===== src/rtl/delay_line_ctrl_if.sv =====
// Control bundle between a delay-line controller and its user/RAM side.
// AWIDTH must match the AWIDTH of the delay_line_ctrl instance it connects to.
interface delay_line_ctrl_if #(
   parameter int unsigned AWIDTH = 6
) ();
   logic              enable;
   logic [AWIDTH-1:0] delay_len;
   logic              flush;
   logic              input_strobe;
   logic              ram_we;
   logic [AWIDTH-1:0] ram_waddr;
   logic              ram_re;
   logic [AWIDTH-1:0] ram_raddr;
   logic              output_strobe;
   logic              primed;
   logic [AWIDTH-1:0] fill_level;

   // Sample source / configuration side
   modport master (
      output enable, delay_len, flush, input_strobe,
      input  ram_we, ram_waddr, ram_re, ram_raddr, output_strobe, primed, fill_level
   );

   // Controller side
   modport slave (
      input  enable, delay_len, flush, input_strobe,
      output ram_we, ram_waddr, ram_re, ram_raddr, output_strobe, primed, fill_level
   );
endinterface


===== src/rtl/delay_line_ctrl.sv =====
// Address/strobe controller for a circular-buffer delay line on a dual-port RAM
// with 1-cycle read latency. Port A writes incoming samples at the write pointer,
// port B reads the sample written dly strobes earlier.
module delay_line_ctrl #(
   parameter int unsigned AWIDTH = 6
) (
   input logic                 clock,
   input logic                 reset,
   delay_line_ctrl_if.slave    bus
);

   typedef enum logic [1:0] {StIdle, StFill, StRun, StFlush} state_e;

   state_e            state_q, state_d;
   logic [AWIDTH-1:0] wptr_q, wptr_d;
   logic [AWIDTH-1:0] fill_q, fill_d;
   logic [AWIDTH-1:0] dly_q, dly_d;
   logic              ostrb_q;
   logic              accepted;
   logic              rd_en;

   // A strobe only counts while the line is active and no flush is pending
   always_comb begin
      accepted = bus.input_strobe & bus.enable & ~bus.flush &
                 ((state_q == StFill) | (state_q == StRun));
      rd_en    = accepted & (state_q == StRun);
   end

   // Next-state logic; enable low freezes everything
   always_comb begin
      state_d = state_q;
      wptr_d  = wptr_q;
      fill_d  = fill_q;
      dly_d   = dly_q;
      if (bus.enable) begin
         unique case (state_q)
            StIdle: begin
               state_d = StFill;
               // A zero delay would make read and write addresses collide
               dly_d   = (bus.delay_len == '0) ? AWIDTH'(1) : bus.delay_len;
               wptr_d  = '0;
               fill_d  = '0;
            end
            StFill: begin
               if (bus.flush) begin
                  state_d = StFlush;
                  wptr_d  = '0;
                  fill_d  = '0;
               end else if (accepted) begin
                  wptr_d = wptr_q + AWIDTH'(1);
                  fill_d = fill_q + AWIDTH'(1);
                  if (fill_q == dly_q - AWIDTH'(1)) begin
                     state_d = StRun;
                  end
               end
            end
            StRun: begin
               if (bus.flush) begin
                  state_d = StFlush;
                  wptr_d  = '0;
                  fill_d  = '0;
               end else if (accepted) begin
                  wptr_d = wptr_q + AWIDTH'(1);
               end
            end
            StFlush: begin
               state_d = StIdle;
               wptr_d  = '0;
               fill_d  = '0;
            end
         endcase
      end
   end

   // State registers
   always_ff @(posedge clock or posedge reset) begin
      if (reset) begin
         state_q <= StIdle;
         wptr_q  <= '0;
         fill_q  <= '0;
         dly_q   <= AWIDTH'(1);
         ostrb_q <= 1'b0;
      end else begin
         state_q <= state_d;
         wptr_q  <= wptr_d;
         fill_q  <= fill_d;
         dly_q   <= dly_d;
         ostrb_q <= rd_en;
      end
   end

   // Outputs; combinational ones are forced low while reset is held
   always_comb begin
      bus.ram_we        = accepted & ~reset;
      bus.ram_re        = rd_en & ~reset;
      bus.ram_raddr     = reset ? '0 : (wptr_q - dly_q);
      bus.ram_waddr     = wptr_q;
      bus.fill_level    = fill_q;
      bus.primed        = (state_q == StRun);
      bus.output_strobe = ostrb_q;
   end

endmodule


===== src/flat_wrapper.sv =====
// flat-port wrapper written by rule: the top's interface ports become plain ports
module delay_line_ctrl_flat 
#(
   parameter int unsigned AWIDTH = 6
)
  (clock, reset, bus_enable, bus_delay_len, bus_flush, bus_input_strobe, bus_ram_we, bus_ram_waddr, bus_ram_re, bus_ram_raddr, bus_output_strobe, bus_primed, bus_fill_level);
  delay_line_ctrl_if #(.AWIDTH(AWIDTH)) bus_i ();
  input logic clock;
  input logic reset;
  input wire logic [$bits(bus_i.enable)-1:0] bus_enable;
  input wire logic [$bits(bus_i.delay_len)-1:0] bus_delay_len;
  input wire logic [$bits(bus_i.flush)-1:0] bus_flush;
  input wire logic [$bits(bus_i.input_strobe)-1:0] bus_input_strobe;
  output wire logic [$bits(bus_i.ram_we)-1:0] bus_ram_we;
  output wire logic [$bits(bus_i.ram_waddr)-1:0] bus_ram_waddr;
  output wire logic [$bits(bus_i.ram_re)-1:0] bus_ram_re;
  output wire logic [$bits(bus_i.ram_raddr)-1:0] bus_ram_raddr;
  output wire logic [$bits(bus_i.output_strobe)-1:0] bus_output_strobe;
  output wire logic [$bits(bus_i.primed)-1:0] bus_primed;
  output wire logic [$bits(bus_i.fill_level)-1:0] bus_fill_level;
  assign bus_i.enable = bus_enable;
  assign bus_i.delay_len = bus_delay_len;
  assign bus_i.flush = bus_flush;
  assign bus_i.input_strobe = bus_input_strobe;
  assign bus_ram_we = bus_i.ram_we;
  assign bus_ram_waddr = bus_i.ram_waddr;
  assign bus_ram_re = bus_i.ram_re;
  assign bus_ram_raddr = bus_i.ram_raddr;
  assign bus_output_strobe = bus_i.output_strobe;
  assign bus_primed = bus_i.primed;
  assign bus_fill_level = bus_i.fill_level;
  delay_line_ctrl #(.AWIDTH(AWIDTH)) u_core (.clock(clock), .reset(reset), .bus(bus_i));
endmodule

===== config.mk =====
export PLATFORM = sky130hd
export DESIGN_NAME = delay_line_ctrl_flat
export DESIGN_NICKNAME = d
export VERILOG_FILES = /design/src/rtl/delay_line_ctrl_if.sv /design/src/rtl/delay_line_ctrl.sv /design/src/flat_wrapper.sv
export SDC_FILE = /design/constraint.sdc
export NUM_CORES = 1
export LEC_CHECK = 0
export BUFFER_PORTS_ARGS = -buffer_cell sky130_fd_sc_hd__buf_2
export CAP_MARGIN = 20
export CORE_MARGIN = 2
export CORE_UTILIZATION = 48
export CTS_CLUSTER_SIZE = 30
export DETAILED_ROUTE_END_ITERATION = 8
export GPL_ROUTABILITY_DRIVEN = 0
export PLACE_DENSITY_LB_ADDON = 0.2
export REMOVE_ABC_BUFFERS = 1
export SLEW_MARGIN = 15
export SYNTH_ARGS = -nofsm -noshare
export SYNTH_HDL_FRONTEND = slang
export SYNTH_SLANG_ARGS = --single-unit

===== constraint.sdc =====
create_clock -name clock -period 2.55 [get_ports clock]
set_input_delay 0.765 -clock clock [delete_from_list [all_inputs] [get_ports clock]]
set_output_delay 0.765 -clock clock [all_outputs]
set_load 0.03 [all_outputs]

Yosys cells after proc, flatten, opt, wreduce, memory -nomap -nowiden
Index checks and enable logic that the tools add are counted.
- add/subtract/negate cells: 4
- equal/unequal tests: 8
- mux-type cells: 14
- bitwise operators: 9
- reductions and logical operators: 8
- operators by type and width (kind ; number):
    $mux 6 ; 7
    $pmux 6 s3 ; 1
    $add 6x1->6 const B ; 2
    $pmux 6 s2 ; 1
    $mux 2 ; 4
    $pmux 2 s4 ; 1
    $and 1x1->1 ; 6
    $eq 6x6->1 ; 1
    $logic_not 6->1 ; 1
    $sub 6x1->6 const B ; 1
    $sub 6x6->6 ; 1
    $eq 2x2->1 const B ; 2
    $reduce_and 2->1 ; 2
    $reduce_and 4->1 ; 1
    $reduce_or 2->1 ; 2
    $ne 3x1->1 const B ; 1
    $ne 3x2->1 const B ; 1
    $ne 3x3->1 const B ; 1
    $reduce_and 3->1 ; 1
    $eq 2x1->1 const B ; 1
    $logic_not 2->1 ; 1
    $ne 2x2->1 const B ; 1
    $not 1->1 ; 2
    $or 1x1->1 ; 1
- register bits: 21
- bits of input ports: 11
- output and inout port bits: 22
- logic and storage cells: 48

Depth between registers and ports, before layout
Gate-level depths: netlist of the first run.
- depth after elaboration: 6
- mapped depth: 9
- mapped depth without buffers: 9

Worst setup path after synthesis of the first run
OpenSTA, ideal clock, no wires.
- path type: reg2out
- from: register u_core.wptr_q[1] (netlist: u_core.bus.ram_waddr[1])
- to: output port bus_ram_raddr[3]
- arrival: 1967 ps
- data required time: 1785 ps
- slack: -182 ps
- cell stages (with the launch flop): 6
- path buffers: 0
- cells stage by stage: dfrtp_1 -> ha_1 -> nor2b_1 -> o21ai_0 -> a21boi_0 -> nor3_1
- word-level cells in the longest chain between the ends: 2
- ends and longest elaborated chain (what ; RTL line ; text):
    from (decl) ; delay_line_ctrl.sv:15 ; logic [AWIDTH-1:0] wptr_q, wptr_d;
    from (signal assigned) ; delay_line_ctrl.sv:85 ; wptr_q <= wptr_d;
    $sub 6x6->6 ; delay_line_ctrl.sv:96 ; bus.ram_raddr = reset ? '0 : (wptr_q - dly_q);
    $mux 6 ; delay_line_ctrl.sv:96 ;
    to (decl) ; flat_wrapper.sv:17 ; output wire logic [$bits(bus_i.ram_raddr)-1:0] bus_ram_raddr;
No other way between the ends.

Worst setup path in the final report of the first run
- from: register u_core.dly_q[1]
- to: output port bus_ram_raddr[5]
- word-level cells in the longest chain between the ends: 2
- ends and longest elaborated chain (what ; RTL line ; text):
    from (decl) ; delay_line_ctrl.sv:17 ; logic [AWIDTH-1:0] dly_q, dly_d;
    from (signal assigned) ; delay_line_ctrl.sv:87 ; dly_q <= dly_d;
    $sub 6x6->6 ; delay_line_ctrl.sv:96 ;
    $mux 6 ; delay_line_ctrl.sv:96 ;
No other way between the ends.

==> metrics.csv, run 1 <==
stage,metric,value,unit
status,outcome,finished with violations,
status,failed_checks,setup timing,
cts,cts_tree,yes,
logic_synthesis,synth_area,1490,µm²
hold_path,min_path_type,reg2reg,
global_routing,grt_pass1_wl,5740,µm
power_and_ir_drop,ir_worst_vdd,0.578,mV
drt,wl_per_cell,14.1,µm
floorplanning,io_pins,33,
cells_and_area,n_fill_cell,264,
floorplanning,die_area,3570,µm²
setup_path,cp_top_family,simple AND/OR/NAND/NOR gates,
cts,clk_pin_slew_worst_paths,0.12,ns
cells_and_area,drive_gt1_share,35.3,%
timing,timing.final.ws_setup,-0.263,ns
drt,wl,3490,µm
cells_and_area,multi_input_area,951,µm²
cells_and_area,utilization,63.9,%
floorplanning,coreArea,3000,µm²
logic_synthesis,avgSynthCellArea,9.09,µm²
flow_run,maxCapViolations,0,
cells_and_area,area_growth_syn_to_layout,28.8,%
global_routing,grt-ovfl-total,0,
timing,max_freq,356,MHz
timing,setup_violations,5,
logic_synthesis,synth_cells,164,
timing,final_hold_viol_count,0,
drt,drcViolationCount,0,
timing,skew,0.00448,ns
timing,post-route-min-period,2.81,ns
setup_path,critPathMaxFanout,2,
drt,dr.first_iter.drc_count,46,
timing,fin_crit_sh,110,%
setup_path,critPathKind,reg2out,
place,portBuffers,32,
logic_synthesis,ys_seq_elements,21,
cts,cts.path.max_buffers,2,
setup_path,worstPathArrival,2.05,ns
global_routing,antenna_found_initial,0,
power_and_ir_drop,power,0.00195,W
timing,rsz0062_at_grt,yes,
logic_synthesis,ys.warnings.count,0,
drt,drtPass1Iterations,4,
setup_path,worst-r2r-setup-slack,0.37,ns
cells_and_area,antenna_cells,0,
logic_synthesis,ys_seq_area_share,35.3,%
cells_and_area,fin_nets,240,
power_and_ir_drop,cellPowerDensity,1020,nW/µm²
global_routing,grt_max_degree,14,
power_and_ir_drop,swShare,44.4,%
power_and_ir_drop,seqPwrFrac,25.0,%
setup_path,cp-start-kind,register,
cts,cts_sinks,21,
floorplanning,dieWidth,59.7,µm
setup_path,cpPeakStageDelay,0.40,ns
drt,avgViaCountPerCell,5.46,
place,place_worst_setup_slack,0.00950,ns
drt,ant_nets,0,
cts,cts_root_buffer,clkbuf_4,
timing,slew_viol_final,0,
power_and_ir_drop,intPower,0.00109,W
setup_path,cp_num_buf_inv,2,
cts,cts_buffers,3,
logic_synthesis,yosysUniqueCellTypes,40,
power_and_ir_drop,power.leakage,0.965,nW
power_and_ir_drop,power_switching,0.000866,W
cells_and_area,seqCellArea,527,µm²
drt,via_count,1355,
cts,clock_latency,0.30,ns
floorplanning,die_y,59.7,µm
floorplanning,start_util,49.6,%
global_routing,grt.total_usage,21.4,%
setup_path,critPathRequiredTime,1.79,ns
floorplanning,placementRows,20,
timing,max_slew_margin,79.2,%
power_and_ir_drop,power_frac_comb,66.7,%
setup_path,endpoint_kind,output pin,
power_and_ir_drop,clock_power_share,8.3,%
timing,worst_pin_slew,0.312,ns
cts,ctsHtreeMaxLevel,1,
place,hpwl,2680,µm
setup_path,crit_slowest_cell,dfrtp_1,
global_routing,grt_pass1_vias,1284,
setup_path,path_cells,"inv_1, ha_1, nor2b_1, o21ai_1, a21boi_0, or3_1, nand3_1, buf_4",
## area by class of cell
class / instances / share of cell area, %
Sequential cell: 21 / 27.4
Clock buffer: 4 / 1.37
Inverter: 15 / 2.93
Multi-Input combinational cell: 125 / 49.5
Tap cell: 33 / 2.15
Timing Repair Buffer: 50 / 16.6
## what timing repair did
action	4_1_cts	5_1_grt
gates cloned	0	0
setup endpoints to repair	7	7
hold buffers	0	0
pin swaps	4	2
setup buffers	2	2
gates resized for setup	14	8
## routing by layer
metal  global-route usage, %  share of wire [%]  up-vias
met4                    8.57                1.2        0
met1                    27.9                 46      652
li1                        -                  -      678
met2                    35.7                 50       21
met5                       0                  0        -
met3                    3.03                2.7        4
## Yosys cell counts (all sizes together)
cell	n	area (µm²)
a21boi	1	7.51
inv	15	56.3
nand2b	2	12.5
xnor2	6	52.6
o221a	1	11.3
a31o	1	8.76
nor3	8	50.1
xor2	8	70.1
o2bb2ai	1	8.76
nor2	19	71.3
buf	1	5.00
and2	1	6.26
a21o	2	15.0
a211oi	3	22.5
mux2	6	71.3
fa	1	20.0
a311oi	1	8.76
dfstp	1	26.3
or3	3	18.8
o21ai	9	45.0
o221ai	1	8.76
ha	12	150
o21bai	1	7.51
and4	1	8.76
a21oi	6	30.0
o2111ai	1	8.76
dfrtp	20	500
a31oi	2	12.5
nand3	4	20.0
a2111oi	1	27.5
nor2b	3	18.8
and3	1	6.26
nand2	12	45.0
nand4	3	18.8
o31ai	1	7.51
a22o	2	17.5
clkbuf	2	7.51
nor4	1	6.26
## final timing paths
| kind | from | end | depth (start not counted) |
|---|---|---|---|
| worst min register to register | u_core.dly_q[5]$_DFFE_PP0P_ | u_core.dly_q[5]$_DFFE_PP0P_ | 1 |
| worst min-delay path | u_core.dly_q[5]$_DFFE_PP0P_ | u_core.dly_q[5]$_DFFE_PP0P_ | 1 |
| min in group asynchronous | reset | u_core.bus.fill_level[0]$_DFFE_PP0P_ | 4 |
| worst max-delay path | u_core.dly_q[1]$_DFFE_PP0P_ | bus_ram_raddr[5] | 8 |
| max in group asynchronous | reset | u_core.dly_q[0]$_DFFE_PP1P_ | 4 |
| worst max register to register | u_core.dly_q[0]$_DFFE_PP1P_ | u_core.state_q[1]$_DFFE_PP0P_ | 8 |
## kinds of logic after synthesis
family	Yosys count	share of synthesized area (%)
compound gates	34	16.6
xor+xnor	14	8.23
fa+ha+maj	13	11.4
buf+inv	18	4.62
flops	21	35.3
mux	6	4.79
simple gates	58	19.0
## cell usage in the layout (no fill, tap or decap), types with 2 or more instances in the layout
master and n:
ha_4 2, o21ai_0 8, mux2_2 5, or3_1 3
a22o_1 2, nor3_1 6, a211oi_1 3, xnor2_1 6
a21oi_1 5, a31oi_1 2, nor2b_4 2, nand2_1 10
xor2_1 8, inv_2 2, a21o_1 2, buf_2 26
inv_1 13, dfrtp_1 20, nand2_2 2, buf_4 22
ha_1 10, nor2_1 19, nand2b_1 2, nor3_2 2
nand4_1 3, nand3_1 3, clkbuf_4 3, buf_6 2
## state kept, by name (all words and copies together) (netlist names)
name and count:
u_core.bus.output_strobe 1, u_core.dly_q 6, u_core.bus.fill_level 6, u_core.bus.ram_waddr 6, u_core.state_q 2
## stage by stage
stage                     hold slack, ns  cells  setup TNS (ns)  cell area, µm²
after global routing               0.639    248           -1.41            1920
after floorplan                    0.508    161          -0.497            1480
after detailed placement           0.564    240               0            1780
after global placement             0.554    240               0            1780
final                              0.613    248          -0.827            1920
after CTS                          0.617    246          -0.769            1870
## power by group through the flow
stage               Combinational (W)  Sequential [W]  Clock, W
finish                        0.00130        0.000487  0.000163
CTS                           0.00120        0.000485  0.000166
floorplan                    0.000754        0.000524         0
global route                  0.00144        0.000498  0.000186
detailed placement            0.00109        0.000499         0
global placement              0.00107        0.000493         0
No activity file was read; power rests on OpenSTA's default activity.
==> run 2: changes to the inputs <==
- ABC_AREA: unset -> 1
==> metrics.csv, run 2 <==
stage,metric,value,unit,change
timing,timing.final.ws_setup,-0.170,ns,+0.0930 ns
cts,ctsHtreeMaxLevel,1,,unchanged
timing,fin_crit_sh,107,%,-3.6 points
timing,rsz0062_at_grt,yes,,
cells_and_area,drive_gt1_share,28.3,%,-7.1 points
global_routing,antenna_found_initial,0,,unchanged
setup_path,cp_top_family,flip-flops,,
setup_path,critPathMaxFanout,2,,unchanged
cells_and_area,fin_nets,283,,+18%
cells_and_area,antenna_cells,0,,unchanged
power_and_ir_drop,intPower,0.000972,W,-10%
place,place_worst_setup_slack,0.104,ns,+0.0947 ns
logic_synthesis,synth_edf_count,0,,unchanged
place,portBuffers,32,,unchanged
global_routing,grt-ovfl-total,0,,unchanged
timing,worst_pin_slew,0.388,ns,+0.0764 ns
cells_and_area,layout_common_cells,"nand2_1 (51), inv_1 (28), buf_2 (26)",,
logic_synthesis,avgSynthCellArea,7.13,µm²,-22%
cts,cts_root_buffer,clkbuf_4,,
logic_synthesis,synth_flop_cell,dfrtp_1,,
power_and_ir_drop,seqPwrFrac,25.4,%,+0.4 points
cells_and_area,multi_input_area,921,µm²,-3.2%
cts,clk_pin_slew_worst_paths,0.12,ns,about the same
global_routing,grt_pass1_vias,1401,,+9.1%
floorplanning,coreArea,3000,µm²,unchanged
cells_and_area,area_growth_syn_to_layout,28.4,%,
global_routing,grt_max_degree,16,,+2
drt,ant_nets,0,,unchanged
setup_path,cp-start-kind,register,,
timing,skew,0.0134,ns,+0.00893 ns
logic_synthesis,synth_cells,210,,+28%
setup_path,cpPeakStageDelay,0.57,ns,+0.17 ns
drt,via_count,1505,,+11%
logic_synthesis,synth_area,1500,µm²,+0.42%
drt,dr.first_iter.drc_count,64,,+39%
cts,cts_buffers,3,,unchanged
power_and_ir_drop,power_frac_comb,65.9,%,-0.8 points
floorplanning,die_y,59.8,µm,+0.19%
cts,clock_latency,0.31,ns,about the same
logic_synthesis,synth_top_area_share,33.4,%,-0.14 points
drt,drtPass1Iterations,6,,+2
setup_path,worstPathArrival,1.95,ns,-0.10 ns
logic_synthesis,synth_top_cell_by_area,dfrtp_1,,
setup_path,cp_num_buf_inv,2,,unchanged
drt,avgViaCountPerCell,5.17,,-5.3%
logic_synthesis,synth_area_leaders,"dfrtp_1 (33%), nand2_1 (13%), ha_1 (10%)",,
floorplanning,io_pins,33,,unchanged
floorplanning,die_area,3580,µm²,+0.39%
place,hpwl,2670,µm,-0.48%
setup_path,critPathRequiredTime,1.79,ns,about the same
drt,wl,3740,µm,+7.2%
timing,max_freq,368,MHz,+3.4%
global_routing,grt.total_usage,23.1,%,+1.7 points
status,failed_checks,setup timing,,
cts,cts_sinks,21,,unchanged
cells_and_area,n_fill_cell,288,,+9.1%
logic_synthesis,ys.warnings.count,0,,unchanged
setup_path,crit_slowest_cell,dfstp_2,,
cells_and_area,final_common_cell,nand2_1,,
floorplanning,start_util,49.8,%,+0.21 points
timing,setup_violations,4,,-1
drt,drcViolationCount,0,,unchanged
logic_synthesis,synth_common_cells,"nand2_1 (52), inv_1 (34), nand3_1 (21), nor2_1 (21), dfrtp_1 (20)",,
power_and_ir_drop,power.leakage,1.03,nW,+7.0%
timing,slew_viol_final,0,,unchanged
power_and_ir_drop,cellPowerDensity,1000,nW/µm²,-1.3%
power_and_ir_drop,swShare,49.6,%,+5.2 points
timing,post-route-min-period,2.72,ns,-0.0930 ns
logic_synthesis,yosysMostFrequentCell,nand2_1,,
hold_path,min_path_type,reg2reg,,
setup_path,path_cells,"ha_4, inv_2, fa_2, a31oi_4, xor2_1, nor2_1, buf_4",,
global_routing,grt_pass1_wl,6170,µm,+7.5%
cts,cts_tree,yes,,
power_and_ir_drop,power_switching,0.000956,W,+10%
timing,holdWs,0.561,ns,-0.0521 ns
timing,max_slew_margin,74.0,%,-5.1 points
power_and_ir_drop,ir_worst_vdd,0.508,mV,-12%
status,outcome,finished with violations,,
logic_synthesis,ys_seq_elements,21,,unchanged
floorplanning,dieWidth,59.8,µm,+0.19%
logic_synthesis,async_flop_share,100,%,unchanged
power_and_ir_drop,clock_power_share,8.7,%,+0.4 points
setup_path,critPathKind,reg2out,,
setup_path,endpoint_kind,output pin,,
drt,wl_per_cell,12.8,µm,-8.7%
cts,cts.path.max_buffers,2,,unchanged
floorplanning,placementRows,20,,unchanged
logic_synthesis,yosysUniqueCellTypes,25,,-38%
logic_synthesis,ys_seq_area_share,35.2,%,-0.15 points
flow_run,maxCapViolations,0,,unchanged
cells_and_area,seqCellArea,528,µm²,+0.24%
timing,final_hold_viol_count,0,,unchanged
run 2: changes by cell type after synthesis, sizes merged, moves of 6 or more:
cell and delta:
nand2 +41, nand3 +17, a21oi +9, mux2 -6, inv +19
run 2: worst paths after layout:
path / from / endpoint / slack (ns) / cells after the start
max in group asynchronous: reset / u_core.dly_q[0]$_DFFE_PP1P_ / 1.65 / 3
min in group asynchronous: reset / u_core.dly_q[1]$_DFFE_PP0P_ / 0.60 / 3
hold reg to reg: u_core.dly_q[3]$_DFFE_PP0P_ / u_core.dly_q[3]$_DFFE_PP0P_ / 0.56 / 2
setup reg to reg: u_core.dly_q[0]$_DFFE_PP1P_ / u_core.state_q[0]$_DFFE_PP0P_ / 0.69 / 10
setup / recovery: u_core.dly_q[0]$_DFFE_PP1P_ / bus_ram_raddr[4] / -0.17 / 7
hold / removal: u_core.dly_q[3]$_DFFE_PP0P_ / u_core.dly_q[3]$_DFFE_PP0P_ / 0.56 / 2
run 2: timing repair:
item	in CTS	in global routing
gates resized for setup	19	9
endpoints found under the setup margin	5	6
hold buffers	0	0
pin swaps	8	4
buffers inserted	9	0
run 2: tightest hold or removal path: stages (launching register included):
cell     delay (ns)
dfrtp_1        0.41
nand2_1        0.07
o21ai_0        0.06
run 2: power groups by stage:
stage | clock network (W) | logic [W] | registers, W
2_1_floorplan | 0 | 0.000709 | 0.000529
3_3_place_gp | 0 | 0.000950 | 0.000507
3_5_place_dp | 0 | 0.000963 | 0.000511
4_1_cts | 0.000171 | 0.00117 | 0.000486
5_1_grt | 0.000186 | 0.00142 | 0.000502
6_report | 0.000168 | 0.00127 | 0.000490
run 2: per-layer routing:
| metal | wire (µm) | GRT usage, % |
|---|---|---|
| met5 | 0 | 0 |
| met4 | 28 | 7.30 |
| met3 | 161 | 3.03 |
| met2 | 1830 | 39.1 |
| met1 | 1720 | 30.5 |
run 2: area by class of cell:
class / count / area share [%]
Sequential cell: 21 / 27.5
Multi-Input combinational cell: 153 / 47.9
Inverter: 35 / 6.84
Clock buffer: 3 / 1.17
Timing Repair Buffer: 45 / 14.2
Tap cell: 33 / 2.15
Clock inverter: 1 / 0.260
run 2: cell families after synthesis:
logic type / share of synthesized area [%]
AO/OA/AOI/OAI: 11.5
XOR/XNOR: 2.34
flip-flops: 35.2
buffers and inverters: 9.03
AND/OR/NAND/NOR: 30.5
adder cells (fa/ha/maj): 11.4
run 2: through the flow:
| stage | cell area (µm²) | utilization (%) | cells | setup TNS [ns] | power [W] |
|---|---|---|---|---|---|
| 2_1_floorplan | 1490 | - | 209 | -0.463 | 0.00124 |
| 3_3_place_gp | 1720 | 57.4 | 278 | 0 | 0.00146 |
| 3_5_place_dp | 1720 | 57.4 | 278 | 0 | 0.00147 |
| 4_1_cts | 1890 | 62.9 | 291 | -0.358 | 0.00183 |
| 5_1_grt | 1920 | 64.0 | 291 | -0.867 | 0.00210 |
| 6_report | 1920 | 64.0 | 291 | -0.435 | 0.00193 |
==> run 3: changes to the inputs <==
- ABC_AREA: 1 -> unset
- CORE_ASPECT_RATIO: unset -> 0.6
==> metrics.csv, run 3 (same netlist as run 1, synthesis figures left out) <==
stage,metric,value,unit,change
status,outcome,finished with violations,,
status,failed_checks,setup timing,,
setup_path,r2r-end,u_core.state_q[1]$_DFFE_PP0P_,,
cts,cts_buffers,3,,unchanged
global_routing,grt-ovfl-total,0,,unchanged
cts,clk_pin_slew_worst_paths,0.07,ns,-0.05 ns
setup_path,endpoint,bus_ram_raddr[4],,
timing,post-route-min-period,2.75,ns,+0.0324 ns
cells_and_area,area_growth_syn_to_layout,33.0,%,
place,hpwl,2780,µm,+4.2%
drt,drcViolationCount,0,,unchanged
cells_and_area,layout_common_cells,"buf_2 (26), buf_4 (22), dfrtp_1 (20)",,
place,place_area,1800,µm²,+4.1%
drt,avgViaCountPerCell,5.27,,+1.8%
setup_path,setup.worst_path.start,u_core.dly_q[0]$_DFFE_PP1P_,,
floorplanning,start_util,51.2,%,+1.4 points
drt,wl_per_cell,14.3,µm,+12%
place,dp.cells,249,,-10%
floorplanning,die_y,47.2,µm,-21%
timing,skew,0.00418,ns,-0.00923 ns
cts,cts_sinks,21,,unchanged
setup_path,critPathKind,reg2out,,
floorplanning,placementRows,15,,-25%
floorplanning,die_area,3580,µm²,about the same
setup_path,cp-start-kind,register,,
place,portBuffers,32,,unchanged
timing,timing.final.ws_setup,-0.202,ns,-0.0324 ns
drt,ant_nets,0,,unchanged
drt,wl,3700,µm,-1.0%
timing,max_slew_margin,72.4,%,-1.6 points
timing,final_hold_viol_count,0,,unchanged
cts,ctsHtreeMaxLevel,1,,unchanged
drt,drtPass1Iterations,4,,-2
cells_and_area,n_fill_cell,241,,-16%
global_routing,grt.total_usage,22.1,%,-1.0 points
setup_path,critPathMaxFanout,2,,unchanged
cells_and_area,finish.instance_area,1980,µm²,+3.1%
timing,slew_viol_final,0,,unchanged
cells_and_area,instances_no_fill,258,,-11%
timing,worst_pin_slew,0.410,ns,+0.0217 ns
cells_and_area,final_common_cell,buf_2,,
timing,fin_crit_sh,108,%,+1.3 points
global_routing,grt_pass1_vias,1232,,-12%
floorplanning,coreArea,2910,µm²,-3.1%
floorplanning,dieWidth,75.9,µm,+27%
cts,cts.path.max_buffers,2,,unchanged
setup_path,critPathRequiredTime,1.79,ns,about the same
flow_run,maxCapViolations,0,,unchanged
drt,dr.first_iter.drc_count,65,,+1.6%
timing,rsz0062_at_grt,yes,,
hold_path,min_path_type,reg2reg,,
power_and_ir_drop,ir_worst_vdd,0.622,mV,+23%
cells_and_area,drive_gt1_share,36.6,%,+8.3 points
global_routing,grt_max_degree,22,,+6
cells_and_area,fin_nets,241,,-15%
setup_path,r2r_start,u_core.dly_q[0]$_DFFE_PP1P_,,
global_routing,antenna_found_initial,0,,unchanged
drt,via_count,1359,,-9.7%
power_and_ir_drop,cellPowerDensity,1040,nW/µm²,+3.7%
setup_path,worstPathArrival,1.99,ns,+0.04 ns
setup_path,reg2reg_depth,8,,-2
cts,clock_latency,0.26,ns,-0.05 ns
floorplanning,io_pins,33,,unchanged
cts,cts_root_buffer,clkbuf_8,,
power_and_ir_drop,power.leakage,0.980,nW,-5.0%
setup_path,worst-r2r-setup-slack,0.25,ns,-0.44 ns
global_routing,grt_pass1_wl,6020,µm,-2.4%
timing,max_freq,363,MHz,-1.2%
setup_path,endpoint_kind,output pin,,
cts,cts_tree,yes,,
cells_and_area,antenna_cells,0,,unchanged
timing,setup_violations,4,,unchanged
-- run 3: cell count changes in the layout (fill, tap and decap cells not counted), moves of 4 or more --
cell | before | now
a21oi_1 | 12 | 5
inv_1 | 28 | 13
inv_2 | 6 | 2
mux2_2 | 0 | 5
nand2_1 | 51 | 12
nand3_1 | 20 | 3
xnor2_1 | 1 | 5
xor2_1 | 3 | 8
-- run 3: per-stage QoR --
step | utilization (%) | worst slack (ns) | hold WS, ns | setup TNS, ns | total power [W]
6_report | 68.1 | -0.202 | 0.593 | -0.503 | 0.00206
5_1_grt | 68.1 | -0.275 | 0.620 | -0.846 | 0.00220
4_1_cts | 66.6 | -0.162 | 0.585 | -0.380 | 0.00196
3_5_place_dp | 61.7 | -0.00781 | 0.561 | -0.00948 | 0.00161
3_3_place_gp | 61.7 | 0.0260 | 0.556 | 0 | 0.00157
2_1_floorplan | - | -0.182 | 0.508 | -0.497 | 0.00128
-- run 3: layer usage --
layer	GRT usage, %	wire [µm]	vias to the layer above
li1	-	-	675
met1	31.2	1800	638
met2	36.6	1650	46
met3	5.58	246	0
met4	2.18	0	0
met5	0	0	-
-- run 3: what timing repair did --
action / 4_1_cts / 5_1_grt
pin swaps: 8 / 3
setup endpoints to repair: 7 / 7
hold buffers: 0 / 0
gates resized for setup: 20 / 7
buffers inserted: 4 / 2
-- run 3: layout make-up --
type	count	area (µm²)	share of cell area [%]
clock buffers	4	45.0	2.27
inverters	15	56.3	2.84
well taps	42	52.6	2.65
multi-input cells	125	972	49.1
flip-flops and latches	21	527	26.6
repair buffers	51	329	16.6
-- run 3: report_power, final --
| group | switching, W | internal, W |
|---|---|---|
| clock network | 0.000110 | 0.000112 |
| registers | 0.0000612 | 0.000415 |
| logic | 0.000733 | 0.000630 |
| total | 0.000905 | 0.00116 |
-- run 3: worst min-delay path by stage --
stage,slack [ns],cells past startpoint,startpoint,endpoint
final,0.59,1,u_core.dly_q[5]$_DFFE_PP0P_,u_core.dly_q[5]$_DFFE_PP0P_
after global routing,0.62,2,u_core.bus.fill_level[5]$_DFFE_PP0P_,u_core.bus.fill_level[5]$_DFFE_PP0P_
after CTS,0.59,1,u_core.state_q[1]$_DFFE_PP0P_,u_core.state_q[1]$_DFFE_PP0P_
after detailed placement,0.56,1,u_core.state_q[1]$_DFFE_PP0P_,u_core.state_q[1]$_DFFE_PP0P_
after global placement,0.56,1,u_core.state_q[1]$_DFFE_PP0P_,u_core.state_q[1]$_DFFE_PP0P_
after floorplan,0.51,2,u_core.dly_q[0]$_DFFE_PP1P_,u_core.dly_q[0]$_DFFE_PP1P_
-- run 3: critical path: stages (launching register included) --
cell and delay [ns]:
dfstp_2 0.56, ha_4 0.13, inv_2 0.03, fa_2 0.33, nand2_1 0.06, nand2_1 0.07, a21oi_2 0.14, xor2_1 0.18
nor2_1 0.06, buf_4 0.17
